===== config.mk =====
export PLATFORM = sky130hd
export DESIGN_NAME = vram_load_sched
export DESIGN_NICKNAME = d
export VERILOG_FILES = /design/src/rtl/vram_load_sched.sv
export SDC_FILE = /design/constraint.sdc
export NUM_CORES = 1
export LEC_CHECK = 0
export ABC_AREA = 1
export BUFFER_PORTS_ARGS = -buffer_cell sky130_fd_sc_hd__buf_2
export CORE_ASPECT_RATIO = 1.25
export CORE_UTILIZATION = 42
export CTS_CLUSTER_DIAMETER = 200
export DETAILED_ROUTE_END_ITERATION = 10
export PLACE_DENSITY = 0.61
export REMOVE_ABC_BUFFERS = 1
export SETUP_SLACK_MARGIN = 0.05
export SYNTH_ARGS = -nofsm -noshare
export SYNTH_HDL_FRONTEND = slang
export SYNTH_SLANG_ARGS = --single-unit
export TNS_END_PERCENT = 1

===== constraint.sdc =====
create_clock -name write_clk -period 4.8 [get_ports write_clk]
set_input_delay 0.48 -clock write_clk [delete_from_list [all_inputs] [get_ports write_clk]]
set_output_delay 0.48 -clock write_clk [all_outputs]
set_load 0.01 [all_outputs]

===== src/rtl/vram_load_sched.sv =====
// -----------------------------------------------------------------------------
// vram_load_sched
//
// Write-side sequencer for the video RAM (write_clk domain). Two requesters
// share the single RAM write port:
//   * copy : streams the image ROM into video RAM, hiding the ROM read latency
//            behind a small valid/address pipe.
//   * fill : writes one constant word to every address to clear the frame.
// Each operation covers addresses 0..DEPTH-1 exactly once and pulses done one
// cycle after its last write. Requests arriving while busy are remembered in
// one pending flag per type (duplicates merge); fill wins arbitration.
//
// Ports
//   write_clk   in   write-side clock
//   rst         in   asynchronous active-low reset
//   start_copy  in   single-cycle request: ROM -> RAM copy
//   start_fill  in   single-cycle request: fill RAM with fill_value
//   fill_value  in   fill word, captured when the fill operation is selected
//   rom_ad      out  ROM read address (holds its last value outside COPY)
//   rom_data    in   ROM read data, valid ROM_LAT cycles after rom_ad
//   ram_ce      out  RAM write enable
//   ram_ad      out  RAM write address (holds when ram_ce=0)
//   ram_data    out  RAM write data    (holds when ram_ce=0)
//   busy        out  an operation is active or pending
//   done        out  one-cycle pulse when an operation completes
// All outputs are registered.
// -----------------------------------------------------------------------------
module vram_load_sched #(
  parameter int ADDR_W  = 11,
  parameter int DATA_W  = 9,
  parameter int DEPTH   = 2048,
  parameter int ROM_LAT = 1
) (
  input  logic              write_clk,
  input  logic              rst,
  input  logic              start_copy,
  input  logic              start_fill,
  input  logic [DATA_W-1:0] fill_value,
  output logic [ADDR_W-1:0] rom_ad,
  input  logic [DATA_W-1:0] rom_data,
  output logic              ram_ce,
  output logic [ADDR_W-1:0] ram_ad,
  output logic [DATA_W-1:0] ram_data,
  output logic              busy,
  output logic              done
);

  typedef enum logic [1:0] {
    IDLE  = 2'd0,
    FILL  = 2'd1,
    COPY  = 2'd2,
    DRAIN = 2'd3
  } state_t;

  // Counters stop here; an operation never wraps its address.
  localparam logic [ADDR_W-1:0] LAST_AD = ADDR_W'(DEPTH - 1);

  // ---------------------------------------------------------------------------
  // State
  // ---------------------------------------------------------------------------
  state_t              state_q, state_d;
  logic                pend_fill_q, pend_fill_d;
  logic                pend_copy_q, pend_copy_d;
  logic [DATA_W-1:0]   fill_reg_q, fill_reg_d;

  // In-flight ROM reads: stage i holds the read issued i+1 cycles ago.
  // The last stage lines up with rom_data for that read.
  logic [ROM_LAT-1:0]  pipe_vld_q, pipe_vld_d;
  logic [ADDR_W-1:0]   ad_pipe_q [ROM_LAT];

  // Next values of the registered outputs.
  logic [ADDR_W-1:0]   rom_ad_d;
  logic                ram_ce_d;
  logic [ADDR_W-1:0]   ram_ad_d;
  logic [DATA_W-1:0]   ram_data_d;
  logic                busy_d;
  logic                done_d;

  // High in any cycle where the write port is free for a new operation:
  // from IDLE, or on the completion cycle of the current one.
  logic                arbitrate;

  // ---------------------------------------------------------------------------
  // Next-state / next-output logic
  // ---------------------------------------------------------------------------
  always_comb begin
    // NOTE: every signal driven here gets its default first, so no branch can
    // leave one unassigned and infer a latch.
    state_d     = state_q;
    pend_fill_d = pend_fill_q | start_fill;
    pend_copy_d = pend_copy_q | start_copy;
    fill_reg_d  = fill_reg_q;
    rom_ad_d    = rom_ad;
    ram_ce_d    = 1'b0;
    ram_ad_d    = ram_ad;
    ram_data_d  = ram_data;
    done_d      = 1'b0;
    arbitrate   = 1'b0;

    // A read enters the pipe on every cycle rom_ad shows a COPY address.
    pipe_vld_d[0] = (state_q == COPY);
    for (int i = 1; i < ROM_LAT; i++) begin
      pipe_vld_d[i] = pipe_vld_q[i-1];
    end

    // Copy write path: rom_data is valid for the oldest in-flight read.
    // Never overlaps a fill, because a copy only completes once this pipe
    // is empty and a copy only starts after a fill has finished.
    if (pipe_vld_q[ROM_LAT-1]) begin
      ram_ce_d   = 1'b1;
      ram_ad_d   = ad_pipe_q[ROM_LAT-1];
      ram_data_d = rom_data;
    end

    case (state_q)
      IDLE: begin
        arbitrate = 1'b1;
      end

      // ram_ad is the fill address written in the current cycle.
      FILL: begin
        if (ram_ad == LAST_AD) begin
          done_d    = 1'b1;
          arbitrate = 1'b1;
        end else begin
          ram_ce_d   = 1'b1;
          ram_ad_d   = ram_ad + ADDR_W'(1);
          ram_data_d = fill_reg_q;
        end
      end

      // rom_ad is the read issued in the current cycle.
      COPY: begin
        if (rom_ad == LAST_AD) begin
          state_d = DRAIN;
        end else begin
          rom_ad_d = rom_ad + ADDR_W'(1);
        end
      end

      // Wait until the last read has been written; done follows one cycle
      // after that write.
      DRAIN: begin
        if (pipe_vld_q == '0) begin
          done_d    = 1'b1;
          arbitrate = 1'b1;
        end
      end

      default: begin
        state_d = IDLE;
      end
    endcase

    // Selection happens in the same cycle the port frees up, so the next
    // operation's first write/read lands together with done and the two
    // operations run back-to-back. A request of the type being selected in
    // this very cycle merges into the selection.
    if (arbitrate) begin
      if (pend_fill_q || start_fill) begin
        state_d     = FILL;
        pend_fill_d = 1'b0;
        fill_reg_d  = fill_value;
        ram_ce_d    = 1'b1;
        ram_ad_d    = '0;
        ram_data_d  = fill_value;
      end else if (pend_copy_q || start_copy) begin
        state_d     = COPY;
        pend_copy_d = 1'b0;
        rom_ad_d    = '0;
      end else begin
        state_d = IDLE;
      end
    end

    busy_d = pend_fill_d | pend_copy_d | (state_d != IDLE);
  end

  // ---------------------------------------------------------------------------
  // Registers
  // ---------------------------------------------------------------------------
  always_ff @(posedge write_clk or negedge rst) begin
    if (!rst) begin
      state_q     <= IDLE;
      pend_fill_q <= 1'b0;
      pend_copy_q <= 1'b0;
      fill_reg_q  <= '0;
      pipe_vld_q  <= '0;
      rom_ad      <= '0;
      ram_ce      <= 1'b0;
      ram_ad      <= '0;
      ram_data    <= '0;
      busy        <= 1'b0;
      done        <= 1'b0;
    end else begin
      // NOTE: sequential state uses non-blocking assignments so every
      // register samples the pre-edge values, independent of statement order.
      state_q     <= state_d;
      pend_fill_q <= pend_fill_d;
      pend_copy_q <= pend_copy_d;
      fill_reg_q  <= fill_reg_d;
      pipe_vld_q  <= pipe_vld_d;
      rom_ad      <= rom_ad_d;
      ram_ce      <= ram_ce_d;
      ram_ad      <= ram_ad_d;
      ram_data    <= ram_data_d;
      busy        <= busy_d;
      done        <= done_d;
    end
  end

  // NOTE: the address pipe carries no reset; its contents are only consumed
  // when the matching pipe_vld bit is set, and that bit is reset.
  always_ff @(posedge write_clk) begin
    ad_pipe_q[0] <= rom_ad;
    for (int i = 1; i < ROM_LAT; i++) begin
      ad_pipe_q[i] <= ad_pipe_q[i-1];
    end
  end

endmodule


==> flow_metrics.env <==
export IMPL_outcome="finished clean"
export IMPL_synth_commonest_cells="103 x nand2_1, 48 x dfrtp_1, 48 x nor2_1"
export IMPL_grt_pass1_wl_um=11200
export IMPL_first_global_vias=2419
export IMPL_instances_no_fill=525
export IMPL_drt_iter0_drc=148
export IMPL_clk_path_buf_depth=2
export IMPL_fmax_ghz=0.418
export IMPL_fin_crit_sh_pct=49.9
export IMPL_ys_seq_area_share_pct=48.5
export IMPL_async_flop_share_pct=81.4
export IMPL_dp_slack_ns=2.40
export IMPL_crit_slowest_cell="inv_2"
export IMPL_reg2reg_setup_slack_ns=2.41
export IMPL_synth_area_top_cells="dfrtp_1 41%, nand2_1 13%, dfxtp_1 7.5%, nor2_1 6.1%, inv_1 5.9%"
export IMPL_holdBufCountCts=0
export IMPL_totalWireLength_um=6440
export IMPL_top_layer="met4"
export IMPL_wl_per_cell_um=12.3
export IMPL_worstMarginPinSlew_ns=0.867
export IMPL_drive_above_1_share_pct=22.4
export IMPL_ys_types=28
export IMPL_antenna_left=0
export IMPL_dr_wl_met3_um=262
export IMPL_fill_cells=681
export IMPL_fp_row_count=33
export IMPL_cts_sinks=59
export IMPL_synth_warnings=0
export IMPL_rr_worst_depth=9
export IMPL_hold_viol_final=0
export IMPL_num_antenna_cells=0
export IMPL_r2r_start="ram_ad[0]"
export IMPL_power_density_nw_per_um2=319
export IMPL_cts_root_buf="clkbuf_8"
export IMPL_relSlewSlack_pct=42.2
export IMPL_postCtsSetupBuffers=0
export IMPL_holdWs_ns=0.236
export IMPL_vias_per_cell=4.82
export IMPL_end_kind="flip-flop"
export IMPL_place_area_um2=3260
export IMPL_skew_ns=0.00842
export IMPL_synth_cells=376
export IMPL_path_clk_slew_ns=0.06
export IMPL_start_util_pct=44.1
export IMPL_port_buffers=55
export IMPL_wl_met2_um=3100
export IMPL_synth_area_per_cell_um2=7.79
export IMPL_period_needed_ns=2.39
export IMPL_clkLatencyLatePin_ns=0.33
export IMPL_die_h_um=95.4
export IMPL_cts_buffers=9
export IMPL_grt_overflow_total=0
export IMPL_synth_edf_count=0
export IMPL_via_count=2531
export IMPL_cp_max_fo=26
export IMPL_core_area_um2=6650
export IMPL_die_w_um=76.7
export IMPL_dpl_cell_count=509
export IMPL_synth_area_leader_cell="dfrtp_1"
export IMPL_critPathKind="flip-flop to flip-flop"
export IMPL_design_area_um2=3520
export IMPL_gp_congestion=0.784
export IMPL_power_total_mw=1.12
export IMPL_synth_top_area_share_pct=41.0
export IMPL_finish_utilization_pct=52.9
export IMPL_worstReg2RegEnd="fill_reg_q[8]"
export IMPL_htreeDepth=3
export IMPL_cpPeakStageDelay_ns=0.58
export IMPL_critPathLaunchType="flip-flop"
export IMPL_groute_usage_overall_pct=19.7
export IMPL_vdd_drop_max_mv=0.203
export IMPL_cts_tree="done"
export IMPL_firstDrtPassIters=4
export IMPL_drv_slew=0
export IMPL_ios=56
export IMPL_final_nets=457
export IMPL_yosysMostFrequentCell="nand2_1"
export IMPL_drc_errors=0
export IMPL_netlist_area_um2=2930
export IMPL_grt_max_degree=49
export IMPL_fin_setup_tns_ns=0
export IMPL_hp_class="input pin to asynchronous set/reset pin"
export IMPL_crit_path_cell_trace="ha_1 > nand2_2 > nor2_4 > nand3_2 > nand2_4 > nand3_4 > inv_2 > nand2_1 > o21ai_1"
export IMPL_fin_ws_ns=2.41
export IMPL_leakage_nw=1.92
export IMPL_cts_resized=0
export IMPL_hpwlAfterDp_um=4280
export IMPL_drt_met1_wl_um=2980
export IMPL_antenna_found_initial=0
export IMPL_arrival_ns=2.64
export IMPL_rsz0062_at_grt="no"
export IMPL_dieArea_um2=7320
export IMPL_area_growth_pct=20.0
export IMPL_finalSetupViolCount=0
export IMPL_cap_violations=0
export IMPL_ys_seq_elements=59
export IMPL_ys_flop_type="dfrtp_1"
export IMPL_cp_required_ns=5.05
[cells in the final DEF (no fill, tap or decap)]
| cell type | netlist | routed |
|---|---|---|
| a21oi_1 | 10 | 10 |
| buf_2 | 4 | 55 |
| buf_4 | 1 | 1 |
| bufinv_16 | 0 | 4 |
| clkbuf_1 | 4 | 2 |
| clkbuf_8 | 0 | 9 |
| clkinv_1 | 1 | 1 |
| clkinv_2 | 0 | 1 |
| dfrtp_1 | 48 | 48 |
| dfxtp_1 | 11 | 11 |
| ha_1 | 2 | 2 |
| inv_1 | 46 | 46 |
| inv_2 | 4 | 4 |
| nand2_1 | 103 | 103 |
| nand2_2 | 1 | 1 |
| nand2_4 | 9 | 9 |
| nand3_1 | 24 | 24 |
| nand3_2 | 2 | 2 |
| nand3_4 | 1 | 1 |
| nand4_1 | 8 | 8 |
| nor2_1 | 48 | 48 |
| nor2_2 | 1 | 1 |
| nor2_4 | 1 | 1 |
| nor3_1 | 1 | 1 |
| o21ai_0 | 30 | 30 |
| o21ai_1 | 1 | 1 |
| o21ai_2 | 8 | 8 |
| or2_2 | 1 | 1 |
| xnor2_1 | 1 | 1 |
| xor2_1 | 4 | 4 |
[worst max-delay path by stage]
| stage | from | end | slack (ns) |
|---|---|---|---|
| finish | ram_ad[0] | fill_reg_q[8] | 2.41 |
| global route | ram_ad[0] | fill_reg_q[8] | 2.13 |
| CTS | ram_ad[0] | fill_reg_q[8] | 2.37 |
| detailed placement | ram_ad[0] | fill_reg_q[8] | 2.40 |
| global placement | ram_ad[0] | fill_reg_q[8] | 2.47 |
| floorplan | ram_ad[0] | fill_reg_q[8] | 2.75 |
[metal layers]
metal	up-vias	GRT usage (%)
met5	-	0
met1	1167	24.3
li1	1293	-
met3	11	3.35
met4	0	9.29
met2	60	33.6
[worst max-delay path, delay by kind of cell (launching register included)]
kind / cells / cell delay (ns)
and+or+nand+nor: 6 / 1.01
buffers and inverters: 1 / 0.58
DFF: 1 / 0.40
adders and majority gates: 1 / 0.20
AOI/OAI and AO/OA: 1 / 0.11
[power by group]
part           total [mW]  internal (mW)  switching, mW
registers           0.502          0.500        0.00188
clock network       0.587          0.397          0.190
logic              0.0320         0.0128         0.0193
[sequential cells by signal, indices dropped and copies added, names as in the netlist]
name         cells
state_q          2
ad_pipe_q       11
rom_ad          11
pend_copy_q      1
fill_reg_q       9
done             1
pend_fill_q      1
pipe_vld_q       1
ram_ad          11
ram_ce           1
ram_data         9
busy             1
[cell type report]
cell class              count  area (um^2)  share of cell area (%)
multi-input cells         256         1250                    35.7
clock inverters             5          125                    3.56
clock buffers              11          131                    3.74
flip-flops and latches     59         1420                    40.4
repair buffers             56          283                    8.04
inverters                  51          191                    5.44
well taps                  87          109                    3.10
[cells by family after synthesis]
| kind of cell | Yosys count | share of synthesized area, % |
|---|---|---|
| AOI/OAI and AO/OA | 49 | 9.39 |
| buffers and inverters | 61 | 8.67 |
| xor gates and xnor gates | 5 | 1.49 |
| adders and majority gates | 2 | 0.854 |
| DFF | 59 | 48.5 |
| and+or+nand+nor | 200 | 31.1 |
Note: power is estimated with default switching activity, not from simulation.
